===== config.mk =====
export PLATFORM = sky130hd
export DESIGN_NAME = mem_access_unit
export DESIGN_NICKNAME = d
export VERILOG_FILES = /design/src/rtl/mem_access_unit.sv
export SDC_FILE = /design/constraint.sdc
export NUM_CORES = 1
export LEC_CHECK = 0
export ABC_AREA = 1
export CORE_MARGIN = 1.5
export CORE_UTILIZATION = 37
export CTS_BUF_LIST = sky130_fd_sc_hd__clkbuf_4
export DETAILED_ROUTE_END_ITERATION = 8
export PLACE_DENSITY_LB_ADDON = 0.3
export SLEW_MARGIN = 20
export SYNTH_ARGS = -nofsm -noshare
export SYNTH_HDL_FRONTEND = slang
export SYNTH_SLANG_ARGS = --single-unit

===== constraint.sdc =====
create_clock -name clk -period 2.1 [get_ports clk]
set_input_delay 0.21 -clock clk [delete_from_list [all_inputs] [get_ports clk]]
set_output_delay 0.21 -clock clk [all_outputs]
set_load 0.02 [all_outputs]

===== src/rtl/mem_access_unit.sv =====
// rtl/mem_access_unit.sv - MEM-stage load/store sequencer between MMU and data bus
// ADDR_ALIGN_CHECK_EN: raise AdEL/AdES on misaligned half/word accesses instead of masking low bits
module mem_access_unit (
  input  logic        clk,
  input  logic        rst,
  input  logic        req_valid,
  output logic        req_ready,
  input  logic        req_we,
  input  logic [1:0]  req_size,
  input  logic        req_signed,
  input  logic [31:0] req_vaddr,
  input  logic [31:0] req_wdata,
  output logic [31:0] mmu_vaddr,
  input  logic [31:0] mmu_paddr,
  input  logic        mmu_miss,
  input  logic        mmu_valid,
  input  logic        mmu_dirty,
  input  logic        mmu_illegal,
  input  logic [2:0]  mmu_cache,
  output logic        bus_valid,
  input  logic        bus_ready,
  output logic [31:0] bus_addr,
  output logic        bus_we,
  output logic [3:0]  bus_be,
  output logic [31:0] bus_wdata,
  output logic        bus_uncached,
  input  logic        bus_rvalid,
  input  logic [31:0] bus_rdata,
  output logic        resp_valid,
  output logic [31:0] resp_rdata,
  output logic        resp_exc,
  output logic [4:0]  resp_exc_code,
  output logic        resp_refill,
  output logic [31:0] resp_badvaddr
);

  typedef enum logic [2:0] {S_IDLE, S_CHECK, S_ISSUE, S_WAIT, S_RESP} state_e;

  state_e      state_q, state_d;
  logic [31:0] vaddr_q, vaddr_d;
  logic        we_q, we_d;
  logic [1:0]  size_q, size_d;
  logic        sgn_q, sgn_d;
  logic [31:0] wdata_q, wdata_d;
  logic [31:0] baddr_q, baddr_d;
  logic        bwe_q, bwe_d;
  logic [3:0]  be_q, be_d;
  logic [31:0] bwdata_q, bwdata_d;
  logic        unc_q, unc_d;
  logic [31:0] rdata_q, rdata_d;
  logic        exc_q, exc_d;
  logic [4:0]  code_q, code_d;
  logic        refill_q, refill_d;
  logic [31:0] badv_q, badv_d;

  logic        is_byte, is_half, mapped, misalign;
  logic [1:0]  off;
  logic [3:0]  be_c;
  logic [31:0] wdata_c, shifted, ld_c;
  logic        exc_c, refill_c, uncached_c;
  logic [4:0]  code_c;

  assign is_byte = (size_q == 2'd0);
  assign is_half = (size_q == 2'd1);
  assign mapped  = (vaddr_q[31:30] != 2'b10);

  // Lane offset with the low bits that cannot address a half/word dropped.
  assign off = is_byte ? vaddr_q[1:0] : (is_half ? {vaddr_q[1], 1'b0} : 2'b00);

`ifdef ADDR_ALIGN_CHECK_EN
  assign misalign = (is_half & vaddr_q[0]) | (~is_byte & ~is_half & (vaddr_q[1:0] != 2'b00));
`else
  assign misalign = 1'b0;
`endif

  assign be_c = is_byte ? (4'b0001 << off) : (is_half ? (4'b0011 << off) : 4'b1111);
  assign wdata_c = is_byte ? {4{wdata_q[7:0]}} : (is_half ? {2{wdata_q[15:0]}} : wdata_q);
  assign uncached_c = (vaddr_q[31:29] == 3'b101) | (mapped & (mmu_cache == 3'd2));
  assign shifted = bus_rdata >> {off, 3'b000};

  always_comb begin
    ld_c = shifted;
    if (is_byte)      ld_c = {{24{sgn_q & shifted[7]}}, shifted[7:0]};
    else if (is_half) ld_c = {{16{sgn_q & shifted[15]}}, shifted[15:0]};
  end

  always_comb begin
    exc_c    = 1'b0;
    code_c   = 5'd0;
    refill_c = 1'b0;
    if (misalign | mmu_illegal) begin
      exc_c  = 1'b1;
      code_c = we_q ? 5'd5 : 5'd4;
    end else if (mapped & mmu_miss) begin
      exc_c    = 1'b1;
      code_c   = we_q ? 5'd3 : 5'd2;
      refill_c = 1'b1;
    end else if (!mmu_valid) begin
      exc_c  = 1'b1;
      code_c = we_q ? 5'd3 : 5'd2;
    end else if (we_q & !mmu_dirty) begin
      exc_c  = 1'b1;
      code_c = 5'd1;
    end
  end

  always_comb begin
    state_d  = state_q;
    vaddr_d  = vaddr_q;
    we_d     = we_q;
    size_d   = size_q;
    sgn_d    = sgn_q;
    wdata_d  = wdata_q;
    baddr_d  = baddr_q;
    bwe_d    = bwe_q;
    be_d     = be_q;
    bwdata_d = bwdata_q;
    unc_d    = unc_q;
    rdata_d  = rdata_q;
    exc_d    = exc_q;
    code_d   = code_q;
    refill_d = refill_q;
    badv_d   = badv_q;
    unique case (state_q)
      S_IDLE: begin
        if (req_valid) begin
          vaddr_d = req_vaddr;
          we_d    = req_we;
          size_d  = req_size;
          sgn_d   = req_signed;
          wdata_d = req_wdata;
          state_d = S_CHECK;
        end
      end
      S_CHECK: begin
        if (exc_c) begin
          exc_d    = 1'b1;
          code_d   = code_c;
          refill_d = refill_c;
          badv_d   = vaddr_q;
          rdata_d  = 32'd0;
          state_d  = S_RESP;
        end else begin
          baddr_d  = mmu_paddr & 32'hFFFF_FFFC;
          bwe_d    = we_q;
          be_d     = be_c;
          bwdata_d = wdata_c;
          unc_d    = uncached_c;
          state_d  = S_ISSUE;
        end
      end
      S_ISSUE: begin
        if (bus_ready) begin
          if (we_q) begin
            exc_d    = 1'b0;
            code_d   = 5'd0;
            refill_d = 1'b0;
            badv_d   = 32'd0;
            rdata_d  = 32'd0;
            state_d  = S_RESP;
          end else begin
            state_d = S_WAIT;
          end
        end
      end
      S_WAIT: begin
        if (bus_rvalid) begin
          exc_d    = 1'b0;
          code_d   = 5'd0;
          refill_d = 1'b0;
          badv_d   = 32'd0;
          rdata_d  = ld_c;
          state_d  = S_RESP;
        end
      end
      S_RESP:  state_d = S_IDLE;
      default: state_d = S_IDLE;
    endcase
  end

  always_ff @(posedge clk or negedge rst) begin
    if (!rst) begin
      state_q  <= S_IDLE;
      vaddr_q  <= 32'd0;
      we_q     <= 1'b0;
      size_q   <= 2'd0;
      sgn_q    <= 1'b0;
      wdata_q  <= 32'd0;
      baddr_q  <= 32'd0;
      bwe_q    <= 1'b0;
      be_q     <= 4'd0;
      bwdata_q <= 32'd0;
      unc_q    <= 1'b0;
      rdata_q  <= 32'd0;
      exc_q    <= 1'b0;
      code_q   <= 5'd0;
      refill_q <= 1'b0;
      badv_q   <= 32'd0;
    end else begin
      state_q  <= state_d;
      vaddr_q  <= vaddr_d;
      we_q     <= we_d;
      size_q   <= size_d;
      sgn_q    <= sgn_d;
      wdata_q  <= wdata_d;
      baddr_q  <= baddr_d;
      bwe_q    <= bwe_d;
      be_q     <= be_d;
      bwdata_q <= bwdata_d;
      unc_q    <= unc_d;
      rdata_q  <= rdata_d;
      exc_q    <= exc_d;
      code_q   <= code_d;
      refill_q <= refill_d;
      badv_q   <= badv_d;
    end
  end

  assign req_ready     = (state_q == S_IDLE);
  assign bus_valid     = (state_q == S_ISSUE);
  assign resp_valid    = (state_q == S_RESP);
  assign mmu_vaddr     = vaddr_q;
  assign bus_addr      = baddr_q;
  assign bus_we        = bwe_q;
  assign bus_be        = be_q;
  assign bus_wdata     = bwdata_q;
  assign bus_uncached  = unc_q;
  assign resp_rdata    = rdata_q;
  assign resp_exc      = exc_q;
  assign resp_exc_code = code_q;
  assign resp_refill   = refill_q;
  assign resp_badvaddr = badv_q;

endmodule

; Word-level counts from Yosys, hierarchy flattened
; Index checks and enable logic that the tools add are counted.
[totals]
reg_bits = 210
inputBits = 144
output_inout_bits = 176
wordCells = 93
[classes]
eq_ne = 13
shift = 3
n_mux = 46
bitwise = 7
reduce_logical = 8
[ops]
columns = operator, count
row1 = $mux W32, 10
row2 = $pmux W32 S3, 2
row3 = $shr A32 B5 Y32, 1
row4 = $mux W5, 4
row5 = $mux W3, 6
row6 = $pmux W5 S3, 1
row7 = $mux W1, 14
row8 = $pmux W3 S4, 1
row9 = $eq A3 B2 Y1 const B, 3
row10 = $mux W2, 4
row11 = $mux W4, 2
row12 = $ne A2 B2 Y1 const B, 4
row13 = $eq A3 B3 Y1 const B, 2
row14 = $pmux W1 S3, 2
row15 = $and A1 B1 Y1, 5
row16 = $reduce_and A5 Y1, 1
row17 = $ne A2 B1 Y1 const B, 2
row18 = $reduce_and A2 Y1, 2
row19 = $shl A1 B2 Y4 const A, 1
row20 = $shl A2 B2 Y4 const A, 1
row21 = $eq A3 B1 Y1 const B, 1
row22 = $logic_not A3 Y1, 1
row23 = $reduce_and A3 Y1, 1
row24 = $reduce_bool A3 Y1, 1
row25 = other kinds (5), 5

; Depth between registers and ports, before layout
; Gate-level depths: netlist of the first run.
[depth]
depth_word = 9
ltp_mapped = 11
ltp_nobuf = 10

; Least setup slack after synthesis of the first run
; OpenSTA, ideal clock, no wires.
[synth_path]
path_type = register -> register
start = reg state_q[1]
end = reg vaddr_q[10], in the netlist mmu_vaddr[10]
setup_time_ns = 0.125
arrival_time_ns = 1.607
required_time_ns = 1.975
setup_slack_ns = 0.369
stages_incl_launch_ff = 8
path_buffers = 2
synth_period_minus_slack_ns = 1.731
cell_sequence = dfrtp_1 inv_1 nand2_1 nor2_1 nand2_1 buf_2 buf_2 mux2_2
[synth_via]
elab_chain_len = 2
[synth_rtl]
columns = element, line
row1 = from (decl), 39  ; state_e state_q, state_d;
row2 = from (signal assigned), 200  ; state_q <= state_d;
row3 = $logic_not A3 Y1, --
row4 = via req_ready, 7  ; output logic req_ready,
row5 = $reduce_and A2 Y1 (no line), --
row6 = to (signal assigned), 201  ; vaddr_q <= vaddr_d;
row7 = to (decl), 40  ; logic [31:0] vaddr_q, vaddr_d;
; The timed path passes the listed nets, and every way through them passes these cells.
; A chain may end at the register's enable or synchronous reset.

; Final worst setup path of the first run
[layout_path]
start = reg vaddr_q[0], in the netlist mmu_vaddr[0]
end = out mmu_vaddr[0]
[layout_lines]
columns = element, line
row1 = to (decl), 13  ; output logic [31:0] mmu_vaddr,
; No word-level cell between the ends.

==> flow_metrics.env, run 1 <==
export IMPL_synth_top_cell_area_share_pct=60.15
export IMPL_r2r_start="mmu_vaddr[30]$_DFFE_PN0P_"
export IMPL_vias=7643
export IMPL_routedWlPerCell_um=16.75
export IMPL_ios=320
export IMPL_finalClockSkew_ns=0.03392
export IMPL_synth_largest_area_cell="dfrtp_1"
export IMPL_rsz0062_at_grt="yes"
export IMPL_clk_latency_ns=0.66
export IMPL_grt_pass1_wl_um=41150
export IMPL_reg2regPathDepth=9
export IMPL_finalHoldViolCount=0
export IMPL_fin_crit_sh_pct=95.74
export IMPL_cts_tree="built"
export IMPL_drc=0
export IMPL_fin_crit_ns=2.011
export IMPL_hold_start="req_wdata[4]"
export IMPL_hp_class="primary input to register"
export IMPL_fp_coreArea_um2=22780
export IMPL_ys_types=33
export IMPL_area_growth_synth_to_final_pct=50.59
export IMPL_drive_above_1_share_pct=17.04
export IMPL_routed_wl_um=26420
export IMPL_cts_setup_buffers=0
export IMPL_portBuffers=313
export IMPL_startpoint="mmu_vaddr[0]$_DFFE_PN0P_"
export IMPL_reg2reg_to="bus_be[3]$_DFFE_PN0P_"
export IMPL_place_hpwl_um=18780
export IMPL_layout_nets=1365
export IMPL_netlist_top_cells_area="dfrtp_1 60%, mux2_2 9.6%, nand2_1 8.9%, o21ai_0 5.8%, a21oi_1 2.3%"
export IMPL_dr_first_iter_drc_count=396
export IMPL_netlist_area_um2=8653
export IMPL_antenna_found_initial=3
export IMPL_worstSetupStartpointType="register"
export IMPL_ys_ff_latch=208
export IMPL_critPathRequiredTime_ns=1.89
export IMPL_track_usage_pct=21.61
export IMPL_power_total_mw=19.57
export IMPL_power_density_nw_per_um2=1502
export IMPL_die_h_um=155.9
export IMPL_vdd_drop_max_mv=0.7245
export IMPL_setup_viol=0
export IMPL_die_area_um2=24310
export IMPL_cts_buffers_inserted=57
export IMPL_critPathArrivalTime_ns=1.80
export IMPL_initial_utilization_pct=37.99
export IMPL_fmaxAchievable_mhz=497.4
export IMPL_worstMarginPinSlew_ns=0.6295
export IMPL_grt_ovfl_total=0
export IMPL_ys_warn_count=0
export IMPL_slowest_delay_ns=0.65
export IMPL_viasPerCell=4.847
export IMPL_maxCapViolations=0
export IMPL_row_count=55
export IMPL_status="finished, final reports clean"
export IMPL_crit_type="register to output pin"
export IMPL_cpMaxStageDelayCell="clkdlybuf4s50_1"
export IMPL_finalInstanceArea_um2=13030
export IMPL_endpoint="mmu_vaddr[0]"
export IMPL_ys_seq_area_share_pct=60.15
export IMPL_clock_path_buffers=3
export IMPL_grt_pass1_vias=7833
export IMPL_grt_max_degree=73
export IMPL_maxSlewHeadroom_pct=58.03
export IMPL_ant_nets=0
export IMPL_drv_slew=0
export IMPL_clock_root_buffer="clkbuf_4"
export IMPL_cts_sinks=208
export IMPL_worstPathMaxFanout=6
export IMPL_syn_avg_cell_area_um2=10.02
export IMPL_power_leakage_nw=6.035
export IMPL_dpl_instance_area_um2=12310
export IMPL_first_pass_iters=5
export IMPL_htreeDepth=2
export IMPL_clk_pin_slew_ns=0.07
export IMPL_postSynthCellCount=864
export IMPL_setup_worst_path_end_class="output pin"
export IMPL_crit_chain="buf_4 -> clkdlybuf4s50_1"
export IMPL_die_w_um=155.9
export IMPL_r2r_slack_ns=0.25
export IMPL_globalplace_congestion=0.8736
-- worst min-delay path by stage --
stage / to / slack [ns] / cells past startpoint
3_5_place_dp: bus_addr[2]$_DFFE_PN0P_ / 0.27 / 1
5_1_grt: bus_addr[29]$_DFFE_PN0P_ / 0.10 / 2
2_1_floorplan: bus_addr[10]$_DFFE_PN0P_ / -0.09 / 0
6_report: wdata_q[4]$_DFFE_PN0P_ / 0.13 / 3
3_3_place_gp: bus_addr[2]$_DFFE_PN0P_ / 0.28 / 1
4_1_cts: wdata_q[4]$_DFFE_PN0P_ / 0.06 / 3
-- timing repair --
action,CTS,global route
gates resized for setup,7,1
setup endpoints to repair,3,2
hold buffers,1,0
hold endpoints to repair,85,0
-- cell families (layout without fill, tap and decap cells) --
logic type | after synthesis | after routing | synth area share [%]
AO/OA/AOI/OAI | 180 | 180 | 11.15
buffers and inverters | 102 | 497 | 5.104
flip-flops | 208 | 208 | 60.15
multiplexers | 74 | 74 | 9.630
other | 1 | 6 | 0.04334
AND/OR/NAND/NOR | 299 | 299 | 13.92
-- layout by cell type (no fill, tap or decap), types with 2 or more instances in the layout --
cell,n
clkinv_1,9
o211ai_1,3
o31ai_1,3
mux2_2,74
nand3_1,28
nor2_2,2
o21bai_1,3
buf_12,9
nor2_1,51
nand4_1,2
inv_2,6
clkdlybuf4s50_1,309
diode_2,2
clkbuf_4,88
conb_1,4
a21oi_1,39
inv_1,47
a221oi_1,8
o22ai_1,3
buf_4,21
o21ai_0,101
nor3_1,4
dfrtp_1,208
o21ai_1,17
clkinv_2,2
nand2_1,203
nand2_2,3
-- critical path: cells and delay by family (launching register included) --
family,cells,cell delay [ns]
buffers and inverters,2,0.81
DFF,1,0.36
-- state kept, by name (all words and copies together), names as in the netlist --
| signal | cells |
|---|---|
| resp_exc | 1 |
| resp_rdata | 32 |
| state_q | 3 |
| bus_be | 4 |
| size_q | 2 |
| bus_we | 1 |
| sgn_q | 1 |
| bus_wdata | 32 |
| bus_uncached | 1 |
| we_q | 1 |
| mmu_vaddr | 32 |
| resp_exc_code | 3 |
| resp_badvaddr | 32 |
| wdata_q | 32 |
| bus_addr | 30 |
| resp_refill | 1 |
-- synthesized netlist by cell type (all sizes together) --
cell,count
dfrtp,208
o31ai,3
nand2,207
nor3b,1
clkbuf,15
nor2,54
o21bai,3
o211ai,3
o22ai,3
a21oi,40
conb,1
a21o,1
buf,34
a221oi,8
o21ai,118
nor3,5
nand3,30
nand4,2
clkinv,1
mux2,74
inv,52
a31oi,1
-- layout make-up --
type | count | area, um^2
clock buffers | 88 | 660.6
fillers | 1990 | 9747
diodes | 2 | 5.005
clock inverters | 12 | 52.55
flip-flops and latches | 208 | 5205
multi-input cells | 557 | 3038
inverters | 53 | 198.9
well taps | 313 | 391.6
repair buffers | 344 | 3480
-- power breakdown --
| part | switching [mW] | internal [mW] | total, mW | leakage (nW) |
|---|---|---|---|---|
| combinational | 5.07 | 4.25 | 9.32 | 3.02 |
| clock | 1.65 | 1.89 | 3.55 | 0.434 |
| sequential | 0.979 | 5.72 | 6.70 | 2.58 |
-- metal layers --
layer	share of wire (%)	track usage, %	vias up
met5	0.049	0	-
met4	2.5	8.299	2
met3	11	7.889	60
met2	47	35.62	361
met1	40	25.79	3598
li1	-	-	3622
-- metrics by stage --
stage | hold WS [ns] | instances | TNS [ns] | utilization, % | setup slack, ns
finish | 0.1312 | 1577 | 0 | 57.21 | 0.08946
global route | 0.1035 | 1577 | -0.001919 | 57.21 | -0.001919
CTS | 0.06405 | 1575 | -0.002758 | 57.21 | -0.002758
detailed placement | 0.2736 | 1474 | 0 | 54.02 | 0.1755
global placement | 0.2785 | 1474 | 0 | 54.02 | 0.1947
floorplan | -0.08559 | 867 | 0 | - | 0.3688
Power figures use the tool's default switching activity.
==> run 2, diff against run 1 <==
--- a/config.mk
+++ b/config.mk
@@ -11,7 +11,7 @@
 export CTS_BUF_LIST = sky130_fd_sc_hd__clkbuf_4
 export DETAILED_ROUTE_END_ITERATION = 8
 export PLACE_DENSITY_LB_ADDON = 0.3
-export SLEW_MARGIN = 20
+export SLEW_MARGIN = 10
 export SYNTH_ARGS = -nofsm -noshare
 export SYNTH_HDL_FRONTEND = slang
 export SYNTH_SLANG_ARGS = --single-unit
==> results of run 2 <==
The final DEF is identical to that of run 1; final timing and power are the same.
